File: src/rtl/clk_rst_seq_pkg.sv
// Shared types and default constants for the clock/reset sequencer.
//   clk_rst_seq_state_t : sequencer FSM state encoding
//   *_DEF               : default parameter values used by the sequencer blocks
package clk_rst_seq_pkg;

  typedef enum logic [2:0] {
    IDLE,
    SETTLE,
    HOLD,
    RELEASE,
    RUN,
    STOP
  } clk_rst_seq_state_t;

  localparam int unsigned NUM_DOMAINS_DEF   = 4;
  localparam int unsigned CNT_W_DEF         = 16;
  localparam int unsigned SETTLE_CYCLES_DEF = 8;

endpackage

File: src/rtl/clk_rst_seq_cnt.sv
// Loadable down-counter that stops at zero.
//   clk      : clock
//   reset    : synchronous active-high reset (count -> 0)
//   load     : load load_val this cycle (wins over dec)
//   load_val : value to load
//   dec      : decrement request; ignored once the count is 0
//   zero     : count currently equals 0
module clk_rst_seq_cnt
  import clk_rst_seq_pkg::*;
#(
  parameter int unsigned CNT_W = CNT_W_DEF
) (
  input  logic             clk,
  input  logic             reset,
  input  logic             load,
  input  logic [CNT_W-1:0] load_val,
  input  logic             dec,
  output logic             zero
);

  logic [CNT_W-1:0] cnt_q, cnt_d;

  always_comb begin
    cnt_d = cnt_q;
    if (load) begin
      cnt_d = load_val;
    end else if (dec && (cnt_q != '0)) begin
      cnt_d = cnt_q - CNT_W'(1);
    end
  end

  always_ff @(posedge clk) begin
    if (reset) begin
      cnt_q <= '0;
    end else begin
      cnt_q <= cnt_d;
    end
  end

  assign zero = (cnt_q == '0);

endmodule

File: src/rtl/clk_rst_sequencer.sv
// Power-up/reset sequencer: enables the selected domain clocks, lets them
// settle with resets held, holds reset for a configurable time, then releases
// the domain resets one by one in ascending index order.
//   clk, reset     : clock, synchronous active-high reset
//   start_req      : start request (looked at only in IDLE)
//   start_ack      : one-cycle pulse when a start is accepted
//   stop_req       : stop request (looked at only in RUN, highest priority)
//   soft_rst_req   : re-run hold/release with the captured config (RUN only)
//   domain_mask    : domains to sequence, captured on start accept
//   assert_cycles  : reset hold length, 0 behaves as 1
//   gap_cycles     : extra cycles between successive releases
//   clk_en         : per-domain clock enable
//   domain_rst     : per-domain active-high reset
//   busy           : high in SETTLE, HOLD, RELEASE and STOP
//   done           : one-cycle pulse on entry to RUN
module clk_rst_sequencer
  import clk_rst_seq_pkg::*;
#(
  parameter int unsigned NUM_DOMAINS   = NUM_DOMAINS_DEF,
  parameter int unsigned CNT_W         = CNT_W_DEF,
  parameter int unsigned SETTLE_CYCLES = SETTLE_CYCLES_DEF
) (
  input  logic                   clk,
  input  logic                   reset,
  input  logic                   start_req,
  output logic                   start_ack,
  input  logic                   stop_req,
  input  logic                   soft_rst_req,
  input  logic [NUM_DOMAINS-1:0] domain_mask,
  input  logic [CNT_W-1:0]       assert_cycles,
  input  logic [CNT_W-1:0]       gap_cycles,
  output logic [NUM_DOMAINS-1:0] clk_en,
  output logic [NUM_DOMAINS-1:0] domain_rst,
  output logic                   busy,
  output logic                   done
);

  // Wide enough to hold NUM_DOMAINS, i.e. "past the last domain".
  localparam int unsigned IDX_W = $clog2(NUM_DOMAINS + 1);

  clk_rst_seq_state_t state_q, state_d;

  logic [NUM_DOMAINS-1:0] mask_q, mask_d;
  logic [NUM_DOMAINS-1:0] clk_en_q, clk_en_d;
  logic [NUM_DOMAINS-1:0] domain_rst_q, domain_rst_d;
  logic [NUM_DOMAINS-1:0] rel_onehot;
  logic [CNT_W-1:0]       assert_q, assert_d;
  logic [CNT_W-1:0]       gap_q, gap_d;
  logic [CNT_W-1:0]       hold_len, cnt_load_val;
  logic [IDX_W-1:0]       rel_idx_q, rel_idx_d;
  logic [IDX_W-1:0]       search_start, found_idx;
  logic                   found, cnt_load, cnt_dec, cnt_zero;
  logic                   start_ack_q, start_ack_d;
  logic                   done_q, done_d;
  logic                   busy_q, busy_d;

  // Counter load value for HOLD: max(assert,1)-1.
  assign hold_len = (assert_q == '0) ? '0 : assert_q - CNT_W'(1);

  // On the HOLD->RELEASE edge the search restarts from domain 0; inside
  // RELEASE it continues from the slot after the last released domain.
  assign search_start = (state_q == HOLD) ? '0 : rel_idx_q;

  // Lowest set bit of the captured mask at or above search_start.
  always_comb begin
    found     = 1'b0;
    found_idx = '0;
    for (int i = NUM_DOMAINS - 1; i >= 0; i--) begin
      if (mask_q[i] && (IDX_W'(i) >= search_start)) begin
        found     = 1'b1;
        found_idx = IDX_W'(i);
      end
    end
  end

  for (genvar gi = 0; gi < NUM_DOMAINS; gi++) begin : g_rel_onehot
    assign rel_onehot[gi] = (found_idx == IDX_W'(gi));
  end

  assign cnt_dec = (state_q == SETTLE) || (state_q == HOLD) || (state_q == RELEASE);

  clk_rst_seq_cnt #(.CNT_W(CNT_W)) u_cnt (
    .clk      (clk),
    .reset    (reset),
    .load     (cnt_load),
    .load_val (cnt_load_val),
    .dec      (cnt_dec),
    .zero     (cnt_zero)
  );

  always_comb begin
    state_d      = state_q;
    mask_d       = mask_q;
    assert_d     = assert_q;
    gap_d        = gap_q;
    clk_en_d     = clk_en_q;
    domain_rst_d = domain_rst_q;
    rel_idx_d    = rel_idx_q;
    start_ack_d  = 1'b0;
    cnt_load     = 1'b0;
    cnt_load_val = '0;

    unique case (state_q)
      IDLE: begin
        if (start_req) begin
          start_ack_d = 1'b1;
          mask_d      = domain_mask;
          assert_d    = assert_cycles;
          gap_d       = gap_cycles;
          clk_en_d    = domain_mask;
          rel_idx_d   = '0;
          if (domain_mask == '0) begin
            state_d = RUN;
          end else begin
            state_d      = SETTLE;
            cnt_load     = 1'b1;
            cnt_load_val = CNT_W'(SETTLE_CYCLES - 1);
          end
        end
      end
      SETTLE: begin
        if (cnt_zero) begin
          state_d      = HOLD;
          cnt_load     = 1'b1;
          cnt_load_val = hold_len;
        end
      end
      HOLD: begin
        if (cnt_zero) begin
          // The first release lands on the same edge that enters RELEASE.
          state_d = RELEASE;
          if (found) begin
            domain_rst_d = domain_rst_q & ~rel_onehot;
            rel_idx_d    = found_idx + IDX_W'(1);
            cnt_load     = 1'b1;
            cnt_load_val = gap_q;
          end
        end
      end
      RELEASE: begin
        // Leaving does not wait for the gap timer after the last release.
        if (!found) begin
          state_d = RUN;
        end else if (cnt_zero) begin
          domain_rst_d = domain_rst_q & ~rel_onehot;
          rel_idx_d    = found_idx + IDX_W'(1);
          cnt_load     = 1'b1;
          cnt_load_val = gap_q;
        end
      end
      RUN: begin
        if (stop_req) begin
          state_d      = STOP;
          domain_rst_d = '1;
        end else if (soft_rst_req) begin
          state_d      = HOLD;
          domain_rst_d = '1;
          cnt_load     = 1'b1;
          cnt_load_val = hold_len;
        end
      end
      STOP: begin
        // Resets went high one edge earlier; clocks stop now.
        state_d  = IDLE;
        clk_en_d = '0;
      end
      default: begin
        state_d = IDLE;
      end
    endcase
  end

  assign done_d = (state_d == RUN) && (state_q != RUN);
  assign busy_d = (state_d == SETTLE) || (state_d == HOLD) ||
                  (state_d == RELEASE) || (state_d == STOP);

  always_ff @(posedge clk) begin
    if (reset) begin
      state_q      <= IDLE;
      mask_q       <= '0;
      assert_q     <= '0;
      gap_q        <= '0;
      clk_en_q     <= '0;
      domain_rst_q <= '1;
      rel_idx_q    <= '0;
      start_ack_q  <= 1'b0;
      done_q       <= 1'b0;
      busy_q       <= 1'b0;
    end else begin
      state_q      <= state_d;
      mask_q       <= mask_d;
      assert_q     <= assert_d;
      gap_q        <= gap_d;
      clk_en_q     <= clk_en_d;
      domain_rst_q <= domain_rst_d;
      rel_idx_q    <= rel_idx_d;
      start_ack_q  <= start_ack_d;
      done_q       <= done_d;
      busy_q       <= busy_d;
    end
  end

  assign clk_en     = clk_en_q;
  assign domain_rst = domain_rst_q;
  assign start_ack  = start_ack_q;
  assign done       = done_q;
  assign busy       = busy_q;

endmodule

File: config.mk
export PLATFORM = sky130hd
export DESIGN_NAME = clk_rst_sequencer
export DESIGN_NICKNAME = d
export VERILOG_FILES = /design/src/rtl/clk_rst_seq_pkg.sv /design/src/rtl/clk_rst_seq_cnt.sv /design/src/rtl/clk_rst_sequencer.sv
export SDC_FILE = /design/constraint.sdc
export NUM_CORES = 1
export LEC_CHECK = 0
export CAP_MARGIN = 20
export CORE_AREA = 5 5 83 92
export CTS_CLUSTER_SIZE = 28
export DETAILED_ROUTE_END_ITERATION = 10
export DIE_AREA = 0 0 88 97
export HOLD_SLACK_MARGIN = 0.12
export PLACE_DENSITY = 0.79
export SYNTH_ARGS = -nofsm -noshare
export SYNTH_HDL_FRONTEND = slang
export SYNTH_SLANG_ARGS = --single-unit
export TNS_END_PERCENT = 5
File: constraint.sdc
create_clock -name clk -period 2.59 [get_ports clk]
set_input_delay 0.259 -clock clk [delete_from_list [all_inputs] [get_ports clk]]
set_output_delay 0.259 -clock clk [all_outputs]
set_load 0.02 [all_outputs]
==> summary.md, run 1 <==
| Metric | Value |
|---|---|
| Hold-critical path depth | 2 |
| IO Count | 52 |
| Number of buffer cells added on primary ports | 51 |
| Site Rows | 31 |
| Wire length per cell | 15.3 um |
| CP required | 2.87 ns |
| Core Box Area | 0.00656 mm^2 |
| Hold path endpoint | u_cnt.cnt_q[11] |
| Hold wc startpoint | reset |
| Share of total power in combinational logic | 40.3% |
| Share of post-route cells with drive strength above 1 | 11.0% |
| Startpoint of the worst-slack reg-to-reg timing path | u_cnt.cnt_q[8] |
| Reg-to-reg slack, setup | 0.10 ns |
| Fmax | 402 MHz |
| Most area-consuming cells after synthesis | sky130_fd_sc_hd__dfxtp_1, sky130_fd_sc_hd__nand2_1, sky130_fd_sc_hd__a21oi_1 |
| Fill count | 573 |
| Hpwl dp | 6720 um |
| CTS hold repair buffers | 0 |
| RSZ-0062 raised after global routing | true |
| Number of clock buffers inserted by TritonCTS | 9 |
| Worst Path Class, Setup | reg -> reg |
| CP max FO | 5 |
| Vias in the first global route | 3169 |
| Worst-Skew Late Latency | 0.35 ns |
| Placer's final routability congestion estimate | 0.959 |
| Part of the total power dissipated in sequential elements | 34.9% |
| Vias per inst | 5.73 |
| Total negative slack | 0 ns |
| Wire length of the first global-routing pass | 14700 um |
| Largest net degree at the start of global routing | 38 |
| Synth Net Count | 481 |
| Overall die height | 97 um |
| Post-route fraction of the period consumed by the critical path | 96.1% |
| TritonCTS clock tree | yes |
| Switch share | 37.3% |
| Synthesized cell area | 0.00345 mm^2 |
| Drt total wl | 8880 um |
| Diodes inserted | 0 |
| Clock Path Buffers | 2 |
| Clk pwr share | 24.8% |
| Detailed-routing wirelength on met1 | 4040 um |
| Number of post-CTS setup repair buffers | 0 |
| Sequential standard cell area | 0.00138 mm^2 |
| Count of max-cap constraint violations | 0 |
| Most frequent standard cell in the layout excluding fill and tap cells | sky130_fd_sc_hd__nand2_1 |
| Detailed-route via count | 3323 |
| Count of endpoints failing hold in the final timing report | 0 |
| Number of warnings reported in the yosys synthesis log | 0 |
| Overall Global Routing Usage | 21.7% |
| Antenna-violating nets left | 0 |
| Pwr/cell area | 909 mW/mm^2 |
| Library cell used as clock root buffer | sky130_fd_sc_hd__clkbuf_8 |
| Critical register-to-register path endpoint | u_cnt.cnt_q[15] |
| CTS H-tree lvls | 3 |
| Number of antenna violations at the first check in global routing | 0 |
| Shortest clock period the worst path allows after layout | 2.49 ns |
| Final core utilization | 66.5% |
| Die X-Extent | 88 um |
| Sum of internal, switching and leakage power | 3.96 mW |
| Post-route DRC violation count | 0 |
| DR pass1 iterations | 5 |
| DR WL met2 | 4020 um |
| Post-Place Worst Slack | 0.0469 ns |
| Sum of overflow across all layers after global routing | 0 |
| Critical Path Source Type | register |
| Post-layout worst setup margin | 0.100 ns |
| Arrival time at the worst endpoint | 2.77 ns |
| Type of the most critical hold path | in -> reg |
| Largest area contributor in the netlist | sky130_fd_sc_hd__dfxtp_1 |
| Commonest cells after routing, fill and taps aside | sky130_fd_sc_hd__nand2_1, sky130_fd_sc_hd__dfxtp_1, sky130_fd_sc_hd__a21oi_1, sky130_fd_sc_hd__clkdlybuf4s50_1, sky130_fd_sc_hd__nor2_1 |
| Mapped Cells | 433 |
| Headroom to the max-slew limit | 51.3% |
| Clock input transition at the sequential cells of the worst setup and hold paths | 0.08 ns |
| Post-synthesis cell type count | 54 |
| Category of the worst setup path capture point | register |
| Worst-Margin Slew | 0.726 ns |
| Post-Syn Area per Cell | 7.96 um^2 |
| Full die area | 0.00854 mm^2 |
| Final setup fails | 0 |
| Internal cell power | 2.48 mW |
| Final hold slack | 0.439 ns |
| TritonCTS sink count | 69 |
| FFs w/ async S/R, synth | 0% |
| Net count reported at finish | 541 |
| Met3 wire len | 531 um |
| Area taken by multi-input logic gates | 0.00193 mm^2 |
| Worst IR drop on VDD | 528 uV |
| Initial cell density of the core | 52.6% |
| Share of the yosys chip area belonging to registers | 40.1% |
| Cell depth of the worst flop-to-flop path | 7 |
| EDFF count, synth | 0 |
| DRC violation total after the first TritonRoute iteration | 216 |
| Switching component of the power | 1.48 mW |
| Synth top area share | 40.1% |
| Status | completed |
| Seq cells post-synth | 69 |
| Standby leakage power | 1.69 nW |
| Uppermost layer routed | met4 |
| Fin Clk Skew | 0.00648 ns |
| Dominant synthesized flop cell | sky130_fd_sc_hd__dfxtp_1 |
| Synthesis-to-layout area growth | 26.4% |
| Number of pins with negative max-slew slack in the final report | 0 |
[timing repair]
item / 4_1_cts / 5_1_grt
endpoints found under the setup margin: 0 / 5
resized for setup: 0 / 3
hold endpoints to repair: 0 / 0
[critical path, stage by stage (launching register included)]
cell                      delay [ns]
sky130_fd_sc_hd__dfxtp_1        0.31
sky130_fd_sc_hd__or4_1          0.63
sky130_fd_sc_hd__buf_4          0.20
sky130_fd_sc_hd__or4_1          0.45
sky130_fd_sc_hd__nor4_1         0.47
sky130_fd_sc_hd__xnor2_1        0.17
sky130_fd_sc_hd__nand2_1        0.06
sky130_fd_sc_hd__a21oi_1        0.12
[power by group through the flow]
stage / combinational, mW / clock [mW] / sequential, mW
3_3_place_gp: 1.53 / 0 / 1.39
3_5_place_dp: 1.55 / 0 / 1.40
4_1_cts: 1.56 / 0.995 / 1.38
2_1_floorplan: 1.05 / 0 / 1.38
6_report: 1.60 / 0.985 / 1.38
5_1_grt: 1.76 / 1.05 / 1.40
[worst max-delay path by stage]
stage	from	slack, ns	endpoint
4_1_cts	u_cnt.cnt_q[0]	0.06	u_cnt.cnt_q[5]
3_5_place_dp	u_cnt.cnt_q[0]	0.05	u_cnt.cnt_q[5]
6_report	u_cnt.cnt_q[8]	0.10	u_cnt.cnt_q[15]
5_1_grt	u_cnt.cnt_q[13]	-0.004	u_cnt.cnt_q[8]
3_3_place_gp	domain_mask[3]	0.16	u_cnt.cnt_q[5]
2_1_floorplan	u_cnt.cnt_q[0]	0.20	u_cnt.cnt_q[11]
[flip-flops by register name, indices dropped and copies added (netlist names)]
name         count
busy             1
gap_q           16
domain_rst       4
mask_q           4
assert_q        16
start_ack        1
rel_idx_q        3
u_cnt.cnt_q     16
done             1
clk_en           4
state_q          3
[final cells by class]
cell class	count	share of cell area, %
clock buffers	10	3.16
clock inverters	6	1.98
flip-flops and latches	69	31.7
well taps	82	2.35
repair buffers	75	15.7
inverters	10	0.861
multi-input cells	328	44.2
[cells in the mapped netlist, drive strengths merged (2+ instances only)]
library cell,n
nor2,28
a211oi,2
nand3,7
clkbuf,21
xor2,15
nand2b,6
nor2b,2
a21boi,3
a21oi,53
a22oi,8
o41a,2
nor4,12
a21o,4
dfxtp,69
nor3,12
o21ai,5
a2111oi,5
o21bai,5
or3b,3
a31oi,5
nor4b,3
buf,5
nand2,100
a221oi,6
or4,7
o211a,2
xnor2,4
nor3b,3
a221o,2
o311ai,2
inv,10
ha,7
[through the flow]
stage	instance area [um^2]	cells
6_report	4360	580
2_1_floorplan	3450	433
3_5_place_dp	4120	564
3_3_place_gp	4120	564
5_1_grt	4360	580
4_1_cts	4350	580
[kinds of logic (layout without fill, tap and decap cells)]
group	after synthesis	count (layout)	share of synthesized area (%)
DFF	69	69	40.1
and+or+nand+nor	189	189	25.8
adders and majority gates	7	7	2.54
muxes	2	2	0.617
buffers and inverters	36	101	4.54
xor gates and xnor gates	19	19	4.83
AOI/OAI and AO/OA	111	111	21.6
[per-layer routing]
| layer | track usage (%) | vias up |
|---|---|---|
| li1 | - | 1658 |
| met1 | 28.5 | 1532 |
| met2 | 33.0 | 108 |
| met3 | 4.08 | 25 |
| met4 | 11.8 | 0 |
| met5 | 0 | - |
No activity file was read; power rests on OpenSTA's default activity.
==> run 2: changes to the inputs <==
Settings changed: CORE_AREA 5 5 83 92 to 5 5 86 88, DIE_AREA 0 0 88 97 to 0 0 91 93, GPL_ROUTABILITY_DRIVEN set to 0, PLACE_DENSITY 0.79 to 0.8.
==> summary.md, run 2 (synthesis results as in run 1) <==
| Metric | Value |
|---|---|
| Status | completed |
| Drt total wl | 8950 um (+0.80%) |
| Wire length of the first global-routing pass | 14800 um (about the same) |
| Most frequent standard cell in the layout excluding fill and tap cells | sky130_fd_sc_hd__nand2_1 |
| CP required | 2.82 ns (-0.05 ns) |
| Antenna-violating nets left | 0 (unchanged) |
| Type of the most critical hold path | in -> reg |
| IO Count | 52 (unchanged) |
| Fin Clk Skew | 0.0120 ns (+0.00551 ns) |
| Pwr/cell area | 925 mW/mm^2 (+1.8%) |
| Share of post-route cells with drive strength above 1 | 10.4% (-0.68 points) |
| Library cell used as clock root buffer | sky130_fd_sc_hd__clkbuf_8 |
| DR pass1 iterations | 6 (+1) |
| Cell family contributing the most delay on the critical path | simple AND/OR/NAND/NOR gates |
| Reg-to-reg slack, setup | 0.08 ns (-0.02 ns) |
| Critical Path Source Type | register |
| Count of max-cap constraint violations | 0 (unchanged) |
| Longest individual stage delay on the worst path | 0.66 ns (+0.03 ns) |
| Levels on crit path | 7 (unchanged) |
| Wire length per cell | 15.6 um (+2.2%) |
| Initial cell density of the core | 52.5% (-0.11 points) |
| Worst-Margin Slew | 0.772 ns (+0.0463 ns) |
| Category of the worst setup path capture point | register |
| Worst-Skew Late Latency | 0.35 ns (about the same) |
| Sum of internal, switching and leakage power | 4.01 mW (+1.1%) |
| Standby leakage power | 1.66 nW (-1.7%) |
| Headroom to the max-slew limit | 48.5% (-2.8 points) |
| Final setup fails | 0 (unchanged) |
| Crit-path most repeated cell | sky130_fd_sc_hd__buf_4 |
| Number of clock buffers inserted by TritonCTS | 9 (unchanged) |
| Detailed-route via count | 3374 (+1.5%) |
| Post-route fraction of the period consumed by the critical path | 96.9% (+0.76 points) |
| Clock input transition at the sequential cells of the worst setup and hold paths | 0.08 ns (about the same) |
| Full die area | 0.00846 mm^2 (-0.86%) |
| Worst IR drop on VDD | 533 uV (+0.99%) |
| Core Box Area | 0.00657 mm^2 (+0.21%) |
| Overall Global Routing Usage | 21.0% (-0.74 points) |
| RSZ-0062 raised after global routing | true |
| Commonest cells after routing, fill and taps aside | sky130_fd_sc_hd__nand2_1, sky130_fd_sc_hd__dfxtp_1, sky130_fd_sc_hd__a21oi_1, sky130_fd_sc_hd__clkdlybuf4s50_1, sky130_fd_sc_hd__nor2_1 |
| TritonCTS sink count | 69 (unchanged) |
| Fmax | 398 MHz (-0.79%) |
| Arrival time at the worst endpoint | 2.74 ns (-0.03 ns) |
| Combined buffer and inverter count along the critical path | 2 (+1) |
| Clock Path Buffers | 2 (unchanged) |
| Cell depth of the worst flop-to-flop path | 7 (unchanged) |
| Hold-critical path depth | 2 (unchanged) |
| Number of pins with negative max-slew slack in the final report | 0 (unchanged) |
| Vias per inst | 5.90 (+3.0%) |
| Number of antenna violations at the first check in global routing | 0 (unchanged) |
| CP max FO | 16 (+11) |
| Cell chain of the critical path | or4_1, nor4_4, buf_4, o311a_2, buf_4, a221oi_1, a2111oi_1 |
| CTS hold repair buffers | 0 (unchanged) |
| Vias in the first global route | 3181 (+0.38%) |
| Overall die height | 93 um (-4.1%) |
| Count of endpoints failing hold in the final timing report | 0 (unchanged) |
| Site Rows | 30 (-3.2%) |
| Post-route DRC violation count | 0 (unchanged) |
| Number of buffer cells added on primary ports | 51 (unchanged) |
| Diodes inserted | 0 (unchanged) |
| Sum of overflow across all layers after global routing | 0 (unchanged) |
| Worst Path Class, Setup | reg -> reg |
| Critical-path cell with the highest stage delay | sky130_fd_sc_hd__or4_1 |
| Total negative slack | 0 ns (unchanged) |
| Largest regs | assert_q (16), gap_q (16), u_cnt.cnt_q (16) |
| TritonCTS clock tree | yes |
| Fill count | 527 (-8.0%) |
| Die X-Extent | 91 um (+3.4%) |
| DRC violation total after the first TritonRoute iteration | 247 (+14%) |
| Largest net degree at the start of global routing | 43 (+13%) |
| Hpwl dp | 6480 um (-3.6%) |
| Synthesis-to-layout area growth | 25.5% |
| Shortest clock period the worst path allows after layout | 2.51 ns (+0.0198 ns) |
| CTS H-tree lvls | 3 (unchanged) |
| Net count reported at finish | 535 (-1.1%) |
-- run 2: changes by cell type in the layout (fill, tap and decap cells not counted), sizes merged --
cell	change
buf	-6
-- run 2: layer usage --
layer | vias up | routed length (um) | track usage [%]
met5 | - | 0 | 0
met4 | 0 | 197 | 8.19
met3 | 17 | 586 | 4.99
met2 | 129 | 4190 | 33.4
met1 | 1583 | 3970 | 27.5
li1 | 1645 | - | -
-- run 2: timing repair --
action | 4_1_cts | 5_1_grt
setup endpoints to repair | 0 | 6
gates resized for setup | 0 | 5
buffers inserted | 0 | 2
-- run 2: metrics by stage --
stage	instance area (um^2)	hold WS, ns	setup slack, ns	utilization, %	std cells
floorplan	3450	0.395	0.198	-	433
global placement	4070	0.436	0.123	62.0	554
finish	4330	0.455	0.0806	65.9	572
CTS	4300	0.457	0.0186	65.4	570
global route	4330	0.461	-0.0137	65.9	572
detailed placement	4070	0.447	0.0648	62.0	554
-- run 2: path summary, 6_finish.rpt --
kind	from	end
setup reg to reg	u_cnt.cnt_q[5]	u_cnt.cnt_q[8]
hold / removal	reset	state_q[2]
setup / recovery	u_cnt.cnt_q[5]	u_cnt.cnt_q[8]
hold reg to reg	clk_en[2]	clk_en[2]
-- run 2: power by group --
part           internal, mW  switching (mW)
registers              1.23           0.168
clock network         0.567           0.431
logic                 0.704           0.908
total                  2.50            1.51
-- run 2: layout make-up --
cell class | instances | area, um^2 | area share, %
clock inverters | 6 | 86.3 | 1.99
flip-flops and latches | 69 | 1380 | 31.9
repair buffers | 69 | 653 | 15.1
well taps | 80 | 100 | 2.31
clock buffers | 10 | 138 | 3.18
multi-input cells | 328 | 1930 | 44.7
inverters | 10 | 37.5 | 0.867
